## config.mk

```make
export PLATFORM = sky130hd
export DESIGN_NAME = ysyx_22041207_mdu_ctrl
export DESIGN_NICKNAME = d
export VERILOG_FILES = /design/src/rtl/ysyx_22041207_mdu_ctrl.sv
export SDC_FILE = /design/constraint.sdc
export NUM_CORES = 1
export LEC_CHECK = 0
export ABC_AREA = 1
export BUFFER_PORTS_ARGS = -buffer_cell sky130_fd_sc_hd__buf_4
export CORE_AREA = 5 5 282 284
export DETAILED_ROUTE_END_ITERATION = 10
export DIE_AREA = 0 0 287 289
export PLACE_DENSITY = 0.43
export SLEW_MARGIN = 10
export SYNTH_ARGS = -nofsm -noshare
export SYNTH_HDL_FRONTEND = slang
export SYNTH_SLANG_ARGS = --single-unit
```

## constraint.sdc

```tcl
create_clock -name clk -period 6.1 [get_ports clk]
set_input_delay 0 -clock clk [delete_from_list [all_inputs] [get_ports clk]]
set_output_delay 0 -clock clk [all_outputs]
set_load 0.02 [all_outputs]
```

## src/rtl/ysyx_22041207_mdu_ctrl.sv

```systemverilog
// ---------------------------------------------------------------------------
// ysyx_22041207_mdu_ctrl
//
// Purpose:
//   Sequencer between the execute stage and the multi-cycle RV64M units.
//   Accepts one multiply/divide op at a time from EX and holds EX stalled
//   while the selected unit works. It drives registered operands and
//   signedness to the unit, waits for the result strobe, then selects,
//   word-truncates and sign-extends the result. The block also handles
//   pipeline flush and an optional divider timeout.
//
// Optional feature (macro YSYX_22041207_MDU_SPECIAL_EN):
//   When the macro is defined, divide-by-zero and signed overflow resolve
//   in IDLE straight to DONE and the divider is never started.
//   When it is undefined, every divide goes to the divider unchanged.
//
// Parameters:
//   XLEN         operand/result width (>= 32)
//   DIV_TIMEOUT  counter value in DIV_WAIT that forces an abort (0 = never)
//
// Ports:
//   clk, rst                       clock, async active-high reset
//   flush                          kill the in-flight op
//   ex_valid/ex_op/ex_a/ex_b       op request from EX (held until res_valid)
//   stall                          EX must hold
//   res/res_valid                  result and its one-cycle pulse
//   mul_valid/mul_flush/mul_sign   multiplier start, abort, {a_signed,b_signed}
//   mul_a/mul_b                    multiplier operands
//   mul_ready/mul_out_valid        multiplier idle, result strobe
//   mul_hi/mul_lo                  128-bit product halves
//   div_valid/div_flush/div_signed divider start, abort, signed divide
//   div_a/div_b                    dividend, divisor
//   div_ready/div_out_valid        divider idle, result strobe
//   div_quot/div_rem               quotient, remainder
// ---------------------------------------------------------------------------
module ysyx_22041207_mdu_ctrl #(
  parameter int XLEN        = 64,
  parameter int DIV_TIMEOUT = 255
) (
  input  logic            clk,
  input  logic            rst,
  input  logic            flush,
  input  logic            ex_valid,
  input  logic [3:0]      ex_op,
  input  logic [XLEN-1:0] ex_a,
  input  logic [XLEN-1:0] ex_b,
  output logic            stall,
  output logic [XLEN-1:0] res,
  output logic            res_valid,
  output logic            mul_valid,
  output logic            mul_flush,
  output logic [1:0]      mul_sign,
  output logic [XLEN-1:0] mul_a,
  output logic [XLEN-1:0] mul_b,
  input  logic            mul_ready,
  input  logic            mul_out_valid,
  input  logic [XLEN-1:0] mul_hi,
  input  logic [XLEN-1:0] mul_lo,
  output logic            div_valid,
  output logic            div_flush,
  output logic            div_signed,
  output logic [XLEN-1:0] div_a,
  output logic [XLEN-1:0] div_b,
  input  logic            div_ready,
  input  logic            div_out_valid,
  input  logic [XLEN-1:0] div_quot,
  input  logic [XLEN-1:0] div_rem
);

  typedef enum logic [2:0] {
    S_IDLE,
    S_MUL_REQ,
    S_MUL_WAIT,
    S_DIV_REQ,
    S_DIV_WAIT,
    S_DONE
  } state_t;

  localparam int CW = (DIV_TIMEOUT > 1) ? $clog2(DIV_TIMEOUT + 1) : 1;

  state_t          r_state;
  logic [1:0]      r_opSel;
  logic            r_word;
  logic [XLEN-1:0] r_a;
  logic [XLEN-1:0] r_b;
  logic [1:0]      r_mulSign;
  logic            r_divSigned;
  logic [XLEN-1:0] r_res;
  logic [CW-1:0]   r_divCnt;

  logic [2:0]      w_opc;
  logic            w_word;
  logic            w_aSigned;
  logic            w_bSigned;
  logic [XLEN-1:0] w_aPrep;
  logic [XLEN-1:0] w_bPrep;
  logic [XLEN-1:0] w_mulRes;
  logic [XLEN-1:0] w_divRes;
  logic            w_timeout;

  function automatic logic [XLEN-1:0] sext32(input logic [XLEN-1:0] v);
    return {{(XLEN-32){v[31]}}, v[31:0]};
  endfunction

  function automatic logic [XLEN-1:0] ext32(input logic [XLEN-1:0] v, input logic s);
    return s ? sext32(v) : {{(XLEN-32){1'b0}}, v[31:0]};
  endfunction

  // Operand preparation: decode signedness from the op and, for *W ops,
  // narrow the operands to 32 bits and extend them according to that
  // signedness. The units then always see full-width operands.
  always_comb begin
    w_opc     = ex_op[2:0];
    w_word    = ex_op[3];
    w_aSigned = 1'b0;
    w_bSigned = 1'b0;
    case (w_opc)
      3'd0, 3'd1, 3'd4, 3'd6: begin
        w_aSigned = 1'b1;
        w_bSigned = 1'b1;
      end
      3'd2: begin
        w_aSigned = 1'b1;
        w_bSigned = 1'b0;
      end
      default: begin
        w_aSigned = 1'b0;
        w_bSigned = 1'b0;
      end
    endcase
    w_aPrep = w_word ? ext32(ex_a, w_aSigned) : ex_a;
    w_bPrep = w_word ? ext32(ex_b, w_bSigned) : ex_b;
  end

  // Result selection from the unit outputs. Only MUL/MULW take the low
  // product half; word variants always sign-extend bit 31.
  always_comb begin
    w_mulRes = (r_opSel == 2'b00) ? mul_lo : mul_hi;
    if (r_word) begin
      w_mulRes = sext32(w_mulRes);
    end
    w_divRes = r_opSel[1] ? div_rem : div_quot;
    if (r_word) begin
      w_divRes = sext32(w_divRes);
    end
  end

`ifdef YSYX_22041207_MDU_SPECIAL_EN
  logic            w_bZero;
  logic            w_ovf;
  logic            w_special;
  logic [XLEN-1:0] w_mostNeg;
  logic [XLEN-1:0] w_specRes;

  // Divide special cases, evaluated on the prepared operands. Because word
  // operands are already sign-extended, the 32-bit most-negative value shows
  // up as XLEN-31 ones followed by 31 zeros, and -1 is all ones either way.
  always_comb begin
    w_mostNeg = w_word ? {{(XLEN-31){1'b1}}, {31{1'b0}}}
                       : {1'b1, {(XLEN-1){1'b0}}};
    w_bZero   = (w_bPrep == '0);
    w_ovf     = ~w_opc[0] & (w_aPrep == w_mostNeg) & (w_bPrep == '1);
    w_special = w_opc[2] & (w_bZero | w_ovf);
    if (w_bZero) begin
      w_specRes = w_opc[1] ? w_aPrep : '1;
    end else begin
      w_specRes = w_opc[1] ? '0 : w_aPrep;
    end
    if (w_word) begin
      w_specRes = sext32(w_specRes);
    end
  end
`endif

  assign w_timeout = (DIV_TIMEOUT != 0) && (r_divCnt == CW'(DIV_TIMEOUT));

  // Main sequencer. Flush is tested first in every busy state so that it
  // wins over ready, out_valid and the timeout arriving in the same cycle.
  // A result strobe in the timeout cycle is preferred over aborting.
  always_ff @(posedge clk or posedge rst) begin
    if (rst) begin
      r_state     <= S_IDLE;
      r_opSel     <= 2'b00;
      r_word      <= 1'b0;
      r_a         <= '0;
      r_b         <= '0;
      r_mulSign   <= 2'b00;
      r_divSigned <= 1'b0;
      r_res       <= '0;
      r_divCnt    <= '0;
    end else begin
      case (r_state)
        S_IDLE: begin
          if (ex_valid && !flush) begin
            r_opSel     <= w_opc[1:0];
            r_word      <= w_word;
            r_a         <= w_aPrep;
            r_b         <= w_bPrep;
            r_mulSign   <= {w_aSigned, w_bSigned};
            r_divSigned <= ~w_opc[0];
            if (!w_opc[2]) begin
              r_state <= S_MUL_REQ;
            end else begin
`ifdef YSYX_22041207_MDU_SPECIAL_EN
              if (w_special) begin
                r_res   <= w_specRes;
                r_state <= S_DONE;
              end else begin
                r_state <= S_DIV_REQ;
              end
`else
              r_state <= S_DIV_REQ;
`endif
            end
          end
        end
        S_MUL_REQ: begin
          if (flush) begin
            r_state <= S_IDLE;
          end else if (mul_ready) begin
            r_state <= S_MUL_WAIT;
          end
        end
        S_MUL_WAIT: begin
          if (flush) begin
            r_state <= S_IDLE;
          end else if (mul_out_valid) begin
            r_res   <= w_mulRes;
            r_state <= S_DONE;
          end
        end
        S_DIV_REQ: begin
          if (flush) begin
            r_state <= S_IDLE;
          end else if (div_ready) begin
            r_divCnt <= '0;
            r_state  <= S_DIV_WAIT;
          end
        end
        S_DIV_WAIT: begin
          if (flush) begin
            r_state <= S_IDLE;
          end else if (div_out_valid) begin
            r_res   <= w_divRes;
            r_state <= S_DONE;
          end else if (w_timeout) begin
            r_res   <= '1;
            r_state <= S_DONE;
          end else begin
            r_divCnt <= r_divCnt + 1'b1;
          end
        end
        S_DONE: begin
          r_state <= S_IDLE;
        end
        default: begin
          r_state <= S_IDLE;
        end
      endcase
    end
  end

  // Handshake strobes are decoded from the state so that a start pulse
  // lines up with the cycle the unit reports ready, and a flush in the
  // same cycle suppresses both starts and the result pulse.
  assign stall      = ex_valid & (r_state != S_DONE);
  assign res_valid  = (r_state == S_DONE) & ~flush;
  assign res        = r_res;
  assign mul_valid  = (r_state == S_MUL_REQ) & mul_ready & ~flush;
  assign div_valid  = (r_state == S_DIV_REQ) & div_ready & ~flush;
  assign mul_flush  = (r_state == S_MUL_WAIT) & flush;
  assign div_flush  = (r_state == S_DIV_WAIT) & (flush | (w_timeout & ~div_out_valid));
  assign mul_sign   = r_mulSign;
  assign mul_a      = r_a;
  assign mul_b      = r_b;
  assign div_signed = r_divSigned;
  assign div_a      = r_a;
  assign div_b      = r_b;

endmodule

```

Word level (Yosys, flattened, before mapping)
Index checks and enable logic that the tools add are counted.
{ "totals": {"reg_bits": 209, "inputBits": 396, "out_inout_bits": 329, "word_cells": 94} }
{ "op_classes": {"n_addsub": 1, "eq_ne": 24, "mux": 34, "bitwise_logic": 13, "n_reduce_logical": 13} }
{ "ops": {"columns": ["op", "count"], "rows": [
  ["two-way mux 64 bit", 13],
  ["one-hot mux 64 bit (2 select lines)", 1],
  ["two-way mux 8 bit", 5],
  ["two-way mux 3 bit", 10],
  ["!= test 2 bit (second input constant)", 8],
  ["one-hot mux 8 bit (2 select lines)", 1],
  ["!= test 3 bit (second input constant)", 5],
  ["one-hot mux 3 bit (5 select lines)", 1],
  ["== test 3 bit (second input constant)", 4],
  ["AND reduction 5 bit", 2],
  ["bitwise AND 1 bit", 9],
  ["== test 3 x 2 -> 1 bit (second input constant)", 3],
  ["adder 8 x 1 -> 8 bit (second input constant)", 1],
  ["== test 8 bit (second input constant)", 1],
  ["== test 3 x 1 -> 1 bit (second input constant)", 2],
  ["zero test 3 bit", 2],
  ["AND reduction 6 bit", 1],
  ["OR reduction 5 bit", 1],
  ["!= test 4 bit (second input constant)", 1],
  ["nonzero test 2 bit", 2],
  ["OR reduction 4 bit", 1],
  ["NOT 1 bit", 3],
  ["zero test 2 bit", 1],
  ["two-way mux 1 bit", 2],
  ["5 further kinds", 5]
]} }

Depth between registers and ports, before layout
Gate-level depths: netlist (run 1).
{ "logic_depth": {"ltp_word": 6, "depth_mapped": 11, "depth_no_buf": 9} }

Least setup slack after synthesis (run 1)
No wires, ideal clock.
{ "synth_timing": {"path_kind": "register to register", "startpoint": "register r_divCnt[0]", "endpoint": "register r_res[40] (netlist: res[40])", "setup_time_ps": 65, "arrival_ps": 1456, "required_ps": 6035, "path_slack_ps": 4579, "path_stages_with_launch": 11, "path_buffers": 1, "synth_period_minus_slack_ps": 1521, "path_cell_list": "dfrtp_1 -> ha_1 -> inv_1 -> nor2_1 -> nand2_1 -> nor2_1 -> nor2_1 -> nor2_4 -> buf_2 -> nand2_1 -> nand2_1"} }
{ "synth_via": {"elab_chain_len": 3} }
{ "synth_rtl": {"columns": ["element", "line_no", "source"], "rows": [
  ["start: declaration", "89", "logic [CW-1:0] r_divCnt;"],
  ["start signal: assignment", "250", "r_divCnt <= r_divCnt + 1'b1;"],
  ["== test 8 bit", "175", "assign w_timeout = (DIV_TIMEOUT != 0) && (r_divCnt == CW'(DIV_TIMEOUT));"],
  ["!= test 3 bit (no line)", null, null],
  ["AND reduction 5 bit (no line)", null, null],
  ["end signal: assignment", "228", "r_res <= w_mulRes;"],
  ["end signal: assignment", "244", "r_res <= w_divRes;"],
  ["end: declaration", "88", "logic [XLEN-1:0] r_res;"]
]} }
No other way between the ends.
A chain may end at the register's enable or synchronous reset.

Worst setup path in the final report (run 1)
{ "layout_timing": {"startpoint": "register r_opSel[0]", "endpoint": "register r_res[13] (netlist: res[13])"} }
{ "layout_via": {"elab_chain_len": 6} }
{ "layout_rtl": {"columns": ["element", "line_no", "source"], "rows": [
  ["start: declaration", "82", "logic [1:0] r_opSel;"],
  ["start signal: assignment", "195", "r_opSel <= w_opc[1:0];"],
  ["zero test 2 bit", "138", "w_mulRes = (r_opSel == 2'b00) ? mul_lo : mul_hi;"],
  ["two-way mux 64 bit", "138", null],
  ["two-way mux 64 bit", "139", "if (r_word) begin"],
  ["two-way mux 64 bit", "227", "end else if (mul_out_valid) begin"],
  ["two-way mux 64 bit", "225", "if (flush) begin"],
  ["one-hot mux 64 bit (2 select lines)", "192", "case (r_state)"]
]} }
No other way between the ends. The select of a mux whose other input is x is not followed.

==> qor.csv, run 1 <==
stage,metric,value,unit
run_status,run status,"finished, final reports clean",
synthesis,post-synthesis sequential area ratio,41.61,%
synthesis,"top cells by count, synth","nand2_1, dfrtp_1, nand3_1, inv_1, buf_4",
pwr,Reg power frac,24.4,%
synthesis,Avg Inst Size Synth,6.647,sq um
floorplanning,num ports,725,
floorplanning,DIE AREA,0.08294,sq mm
timing,Final Max Slew Viols,0,
layout,P&R area growth vs syn,78.70,%
synthesis,post-synth cell types,24,
synthesis,largest area contributor in the netlist,dfrtp_1,
timing,Fin Hold WS,0.03784,ns
layout,share of cells above drive strength 1,28.67,%
pwr,internal cell power,5.830,mW
timing,measured slew at the worst slew-check pin,0.9666,ns
setup_path,Worst setup SP type,register,
timing,Final Hold Vio Count,0,
hold_path,WHS Endpoint,res[49],
timing,worst clock skew,0.01457,ns
routing,DR iter-0 viols,659,
setup_path,cells along the critical path,inv_1 > nand2_2 > buf_4 > buf_4 > a21oi_1 > dlygate4sd3_1 > nor2_1 > dlygate4sd3_1 > nand2_1 > nand2_1,
synthesis,synthesized area,0.01257,sq mm
timing,Rel. slew slack,35.40,%
pwr,Psw,5.130,mW
floorplanning,floorplan row count,102,
routing,DR vias,14720,
pwr,Tot Pwr,10.96,mW
place,IO buf count,724,
timing,Fmax,312.2,MHz
layout,multi-input logic area,0.005311,sq mm
setup_path,Crit path max-delay family,buffers and inverters,
setup_path,CP Capture Type,register,
floorplanning,Core ar.,0.07683,sq mm
synthesis,number of synthesized register bits,209,
pwr,Pleak,12.17,nW
place,detailed-placement wirelength estimate,45680,um
floorplanning,die width,287,um
timing,setup_tns,0,ns
synthesis,post-synth top area share,41.61,%
setup_path,critical path buffer and inverter count,5,
synthesis,Area contributors post-synth,"dfrtp_1, nand2_1, nand3_1",
hold_path,min-delay src,div_quot[49],
timing,Final Setup Violations,0,
setup_path,number of cells on the worst reg-to-reg path,10,
setup_path,max incr delay on CP,0.62,ns
pwr,Sw Share,46.81,%
hold_path,Worst Hold Depth,9,
setup_path,peak fanout along the critical path,35,
synthesis,"EDFF count, synth",0,
pwr,Power per Cell Area,488.0,mW/mm^2
layout,fin nets,3181,
synthesis,cell count after synthesis,1891,
cts,H-tree depth,1,
layout,FF/Latch Area,0.005231,sq mm
layout,Diodes inserted,0,
routing,residual DRC count,0,
cts,Worst-path clk slew,0.06,ns
global_route,initial antenna violation count,1,
routing,routed vias/inst,3.828,
layout,Util after Layout,29.24,%
setup_path,worst r2r dst,res[13],
pwr,Clk pwr share,14.8,%
routing,Routed WL,62120,um
flow_run,Max-Cap Viols,0,
synthesis,ys async rst share,100.0,%
global_route,first-pass GRT wire length,91350,um
setup_path,Critical-path top delay cell,dlygate4sd3_1,
routing,wire per inst,16.16,um
floorplanning,Die Ht,289,um
cts,worst skew pair latency,0.56,ns
setup_path,required time worst endpoint,6.60,ns
timing,fin crit share,52.51,%
pwr,Comb power frac,60.7,%
synthesis,"Top FF cell, synth",dfrtp_1,
synthesis,most frequent cell after synthesis,nand2_1,
global_route,vias in the first global route,15120,
global_route,largest net degree at the start of global routing,112,
cts,# Post-CTS Setup Buffers,0,
setup_path,Worst R2R Start,r_opSel[0],
setup_path,crit path DAT,3.70,ns
global_route,Overall Global Routing Usage,13.94,%
synthesis,syn_nets,2288,
routing,post-route ant nets,0,
layout,Filler cells,8564,
cts,Inserted Clock Buffers,27,
hold_path,HP Class,primary input to register,
timing,Final min period,3.203,ns
global_route,GR Overflow Total,0,
cts,clock sinks,209,
timing,RSZ-0062 raised after global routing,false,
setup_path,CP Class,register to register,
routing,DRT Pass-1 Iters,5,
synthesis,YS warnings,0,
cts,CTS tree,yes,
cts,clk buf depth,3,
place,RD Place Congestion,0.7989,
cts,CTS root buffer,clkbuf_16,
floorplanning,Initial Util,16.36,%
pwr,maximum VDD drop,0.2451,mV
setup_path,"setup slack, reg-to-reg",2.90,ns
==> cell usage in the layout (no fill, tap or decap), types with 2 or more instances in the layout <==
cell	n
a21oi_1	10
buf_4	741
bufinv_16	2
clkbuf_1	7
clkbuf_16	27
clkbuf_8	5
clkinv_2	4
dfrtp_1	208
dlygate4sd3_1	356
inv_1	152
inv_2	5
inv_6	2
nand2_1	984
nand2_2	3
nand3_1	201
nand3_2	3
nand4_1	3
nor2_1	36
nor2_4	5
o21a_1	24
o21ai_0	9
o21ai_1	6
or2_2	2
==> routing by layer <==
metal	vias up	global-route usage (%)	routed length (um)
li1	7383	-	-
met1	6856	17.76	26430
met2	415	24.39	30660
met3	61	2.998	3682
met4	0	2.955	1350
met5	-	0	0
==> sequential cells by signal, indices dropped and copies added (netlist names) <==
register    flops
div_a          64
div_b          64
res            64
r_divCnt        8
r_state         3
mul_sign        2
r_opSel         2
div_signed      1
r_word          1
==> timing repair <==
item	4_1_cts	5_1_grt
hold buffers	356	0
gates resized for setup	0	0
endpoints found under the hold margin	309	0
==> worst max-delay path by stage <==
stage                     startpoint        to  slack (ns)  cells past startpoint
final                     r_opSel[0]   res[13]        2.90                     10
after global routing      r_opSel[0]   res[13]        2.64                     10
after CTS                 r_opSel[0]   res[13]        2.79                     10
after detailed placement  r_state[1]   res[58]        3.14                      8
after global placement    r_state[1]   res[58]        3.21                      8
after floorplan                  rst  div_a[0]        0.39                      1
==> kinds of logic (layout without fill, tap and decap cells) <==
group                    Yosys count  count (layout)  share of synthesized area, %
flip-flops                       209             209                         41.61
AND/OR/NAND/NOR                 1238            1238                         39.39
adder cells (fa/ha/maj)            1               1                       0.09953
buffers and inverters            392            1305                         16.35
AO/OA/AOI/OAI                     50              50                         2.479
XOR/XNOR                           1               1                       0.06969
==> power by group through the flow <==
stage          sequential (mW)  clock, mW  combinational [mW]
2_1_floorplan             3.22          0                3.15
3_5_place_dp              2.70          0                6.04
5_1_grt                   2.77       1.74                7.28
4_1_cts                   2.69       1.70                6.77
6_report                  2.68       1.62                6.66
3_3_place_gp              2.71          0                6.06
==> worst min-delay path: stages <==
cell	delay [ns]
buf_4	0.08
inv_1	0.03
nand2_1	0.05
nand3_1	0.11
nand3_1	0.10
nand2_1	0.05
nand2_1	0.06
nand2_1	0.04
nand2_1	0.05
==> per-stage QoR <==
step | worst slack (ns) | instances | instance area, sq um
3_5_place_dp | 3.136 | 3439 | 18010
3_3_place_gp | 3.210 | 3439 | 18010
6_report | 2.897 | 3844 | 22460
2_1_floorplan | 0.3908 | 1891 | 12570
4_1_cts | 2.789 | 3844 | 22460
5_1_grt | 2.641 | 3844 | 22460
==> final cells by class <==
class / instances / area share (%)
Timing Repair Buffer: 1097 / 40.63
Multi-Input combinational cell: 1290 / 23.65
Sequential cell: 209 / 23.29
Tap cell: 1040 / 5.793
Clock buffer: 39 / 3.431
Inverter: 159 / 2.702
Clock inverter: 10 / 0.5069
No activity file was read; power rests on OpenSTA's default activity.
==> run 2: changes to the inputs <==
--- a/config.mk
+++ b/config.mk
@@ -10,7 +10,7 @@
 export CORE_AREA = 5 5 282 284
 export DETAILED_ROUTE_END_ITERATION = 10
 export DIE_AREA = 0 0 287 289
-export PLACE_DENSITY = 0.43
+export PLACE_DENSITY = 0.42
 export SLEW_MARGIN = 10
 export SYNTH_ARGS = -nofsm -noshare
 export SYNTH_HDL_FRONTEND = slang
==> constraint.sdc (replaced) <==
create_clock -name clk -period 3.25 [get_ports clk]
set_input_delay 0 -clock clk [delete_from_list [all_inputs] [get_ports clk]]
set_output_delay 0 -clock clk [all_outputs]
set_load 0.02 [all_outputs]
==> qor.csv, run 2 (synthesized netlist as in run 1, its figures left out) <==
stage,metric,value,unit
layout,share of cells above drive strength 1,28.82,%
routing,post-route ant nets,0,
cts,CTS tree,yes,
timing,Final Max Slew Viols,0,
place,Inst Count DP,3449,
routing,wire per inst,16.23,um
pwr,maximum VDD drop,0.5369,mV
setup_path,CP Capture Type,register,
layout,Post-Layout Cell Count,3881,
place,IO buf count,724,
routing,Routed WL,63000,um
setup_path,required time worst endpoint,3.70,ns
setup_path,crit path DAT,3.46,ns
setup_path,worst r2r dst,res[61],
hold_path,HP Class,primary input to register,
cts,# Post-CTS Setup Buffers,0,
timing,Final min period,3.010,ns
floorplanning,Die Ht,289,um
floorplanning,DIE AREA,0.08294,sq mm
global_route,GR Overflow Total,0,
routing,DR iter-0 viols,610,
floorplanning,num ports,725,
routing,routed vias/inst,3.844,
timing,worst clock skew,0.01399,ns
global_route,initial antenna violation count,7,
run_status,run status,"finished, final reports clean",
cts,worst skew pair latency,0.57,ns
pwr,Psw,9.714,mW
timing,setup_tns,0,ns
floorplanning,Initial Util,16.36,%
timing,Final Setup Violations,0,
setup_path,Worst setup SP type,register,
timing,RSZ-0062 raised after global routing,false,
floorplanning,floorplan row count,102,
pwr,Clk pwr share,15.1,%
cts,Inserted Clock Buffers,28,
setup_path,peak fanout along the critical path,63,
layout,fin nets,3210,
pwr,internal cell power,11.49,mW
routing,DRT Pass-1 Iters,6,
setup_path,"setup slack, reg-to-reg",0.24,ns
setup_path,Worst R2R Start,r_opSel[1],
pwr,Pleak,12.43,nW
hold_path,WHS Endpoint,res[49],
floorplanning,Core ar.,0.07683,sq mm
global_route,Overall Global Routing Usage,14.09,%
cts,clk buf depth,3,
flow_run,Max-Cap Viols,0,
cts,H-tree depth,1,
timing,measured slew at the worst slew-check pin,0.8230,ns
pwr,Comb power frac,60.9,%
timing,Final Hold Vio Count,0,
floorplanning,die width,287,um
pwr,Reg power frac,24.1,%
layout,P&R area growth vs syn,82.00,%
global_route,vias in the first global route,15230,
layout,"most common cell after layout, fill and taps aside",nand2_1,
global_route,largest net degree at the start of global routing,81,
hold_path,Worst Hold Depth,9,
routing,DR vias,14920,
timing,Fmax,332.3,MHz
setup_path,CP Class,register to register,
cts,clock sinks,209,
pwr,Power per Cell Area,926.9,mW/mm^2
cts,Worst-path clk slew,0.06,ns
hold_path,min-delay src,div_rem[49],
place,RD Place Congestion,0.7894,
cts,CTS root buffer,clkbuf_16,
pwr,Sw Share,45.81,%
global_route,first-pass GRT wire length,92440,um
timing,Rel. slew slack,45.14,%
place,detailed-placement wirelength estimate,45590,um
timing,fin crit share,92.60,%
setup_path,number of cells on the worst reg-to-reg path,12,
routing,residual DRC count,0,
layout,most frequent cells in the layout,"nand2_1, buf_4, dlygate4sd3_1",
run 2: changes by cell type in the layout (fill, tap and decap cells not counted), moves of 2 or more:
cell,before,now
buf_12,0,7
buf_4,741,743
clkbuf_1,7,5
clkbuf_8,5,7
clkinvlp_4,1,4
diode_2,0,6
dlygate4sd3_1,356,374
inv_6,2,0
nand3_1,201,203
nand3_2,3,1
run 2: critical path, cell delays in order (launching register included):
cell and delay [ns]:
dfrtp_2 0.40, buf_4 0.22, nor2_4 0.21, buf_12 0.28
nand2_1 0.15, nand3_1 0.11, dlygate4sd3_1 0.56, nand2_1 0.06
nand2_1 0.08, nand2_1 0.05, dlygate4sd3_1 0.55, nand2_1 0.06
nand2_1 0.05
run 2: worst max path at each step:
stage | start | depth (start not counted) | end | slack (ns)
final | r_opSel[1] | 12 | res[61] | 0.24
after global routing | r_opSel[1] | 12 | res[61] | 0.11
after CTS | r_opSel[1] | 12 | res[52] | 0.16
after detailed placement | r_state[2] | 7 | div_b[14] | 1.00
after global placement | r_state[2] | 7 | div_b[24] | 0.99
after floorplan | rst | 1 | div_a[0] | 0.54
run 2: routing by layer:
layer | GRT usage [%] | routed length (um) | share of wire, %
met1 | 17.90 | 26970 | 43
met5 | 0 | 52 | 0.083
met4 | 2.834 | 1220 | 1.9
met3 | 3.155 | 3718 | 5.9
met2 | 24.72 | 31040 | 49
run 2: repair_timing:
| item | CTS | global route |
|---|---|---|
| gates resized for setup | 0 | 1 |
| hold endpoints to repair | 217 | 0 |
| hold buffers | 374 | 0 |
| endpoints found under the setup margin | 0 | 15 |
run 2: power groups by stage:
stage          Combinational, mW  Sequential [mW]  Clock [mW]
4_1_cts                     13.0             5.11        3.35
3_3_place_gp                11.3             5.15           0
5_1_grt                     14.0             5.26        3.42
3_5_place_dp                11.3             5.12           0
6_report                    12.9             5.10        3.20
2_1_floorplan               5.92             6.04           0
run 2: cell type report:
type | instances | area (sq um)
Antenna cell | 6 | 15.01
Clock buffer | 40 | 815.8
Clock inverter | 12 | 136.4
Fill cell | 8534 | 53950
Inverter | 159 | 603.1
Multi-Input combinational cell | 1290 | 5301
Sequential cell | 209 | 5231
Tap cell | 1040 | 1301
Timing Repair Buffer | 1125 | 9473
run 2: metrics by stage:
step                setup slack, ns  utilization [%]  total power [mW]  cell area, sq um  hold slack, ns
global placement             0.9867            23.64             16.42             18160          0.1336
floorplan                    0.5358                -             11.96             12570         0.07979
global route                 0.1113            29.76             22.71             22870         0.04818
detailed placement            1.001            23.64             16.40             18160          0.1438
finish                       0.2404            29.78             21.21             22880         0.03685
CTS                          0.1637            29.75             21.51             22860        0.001542
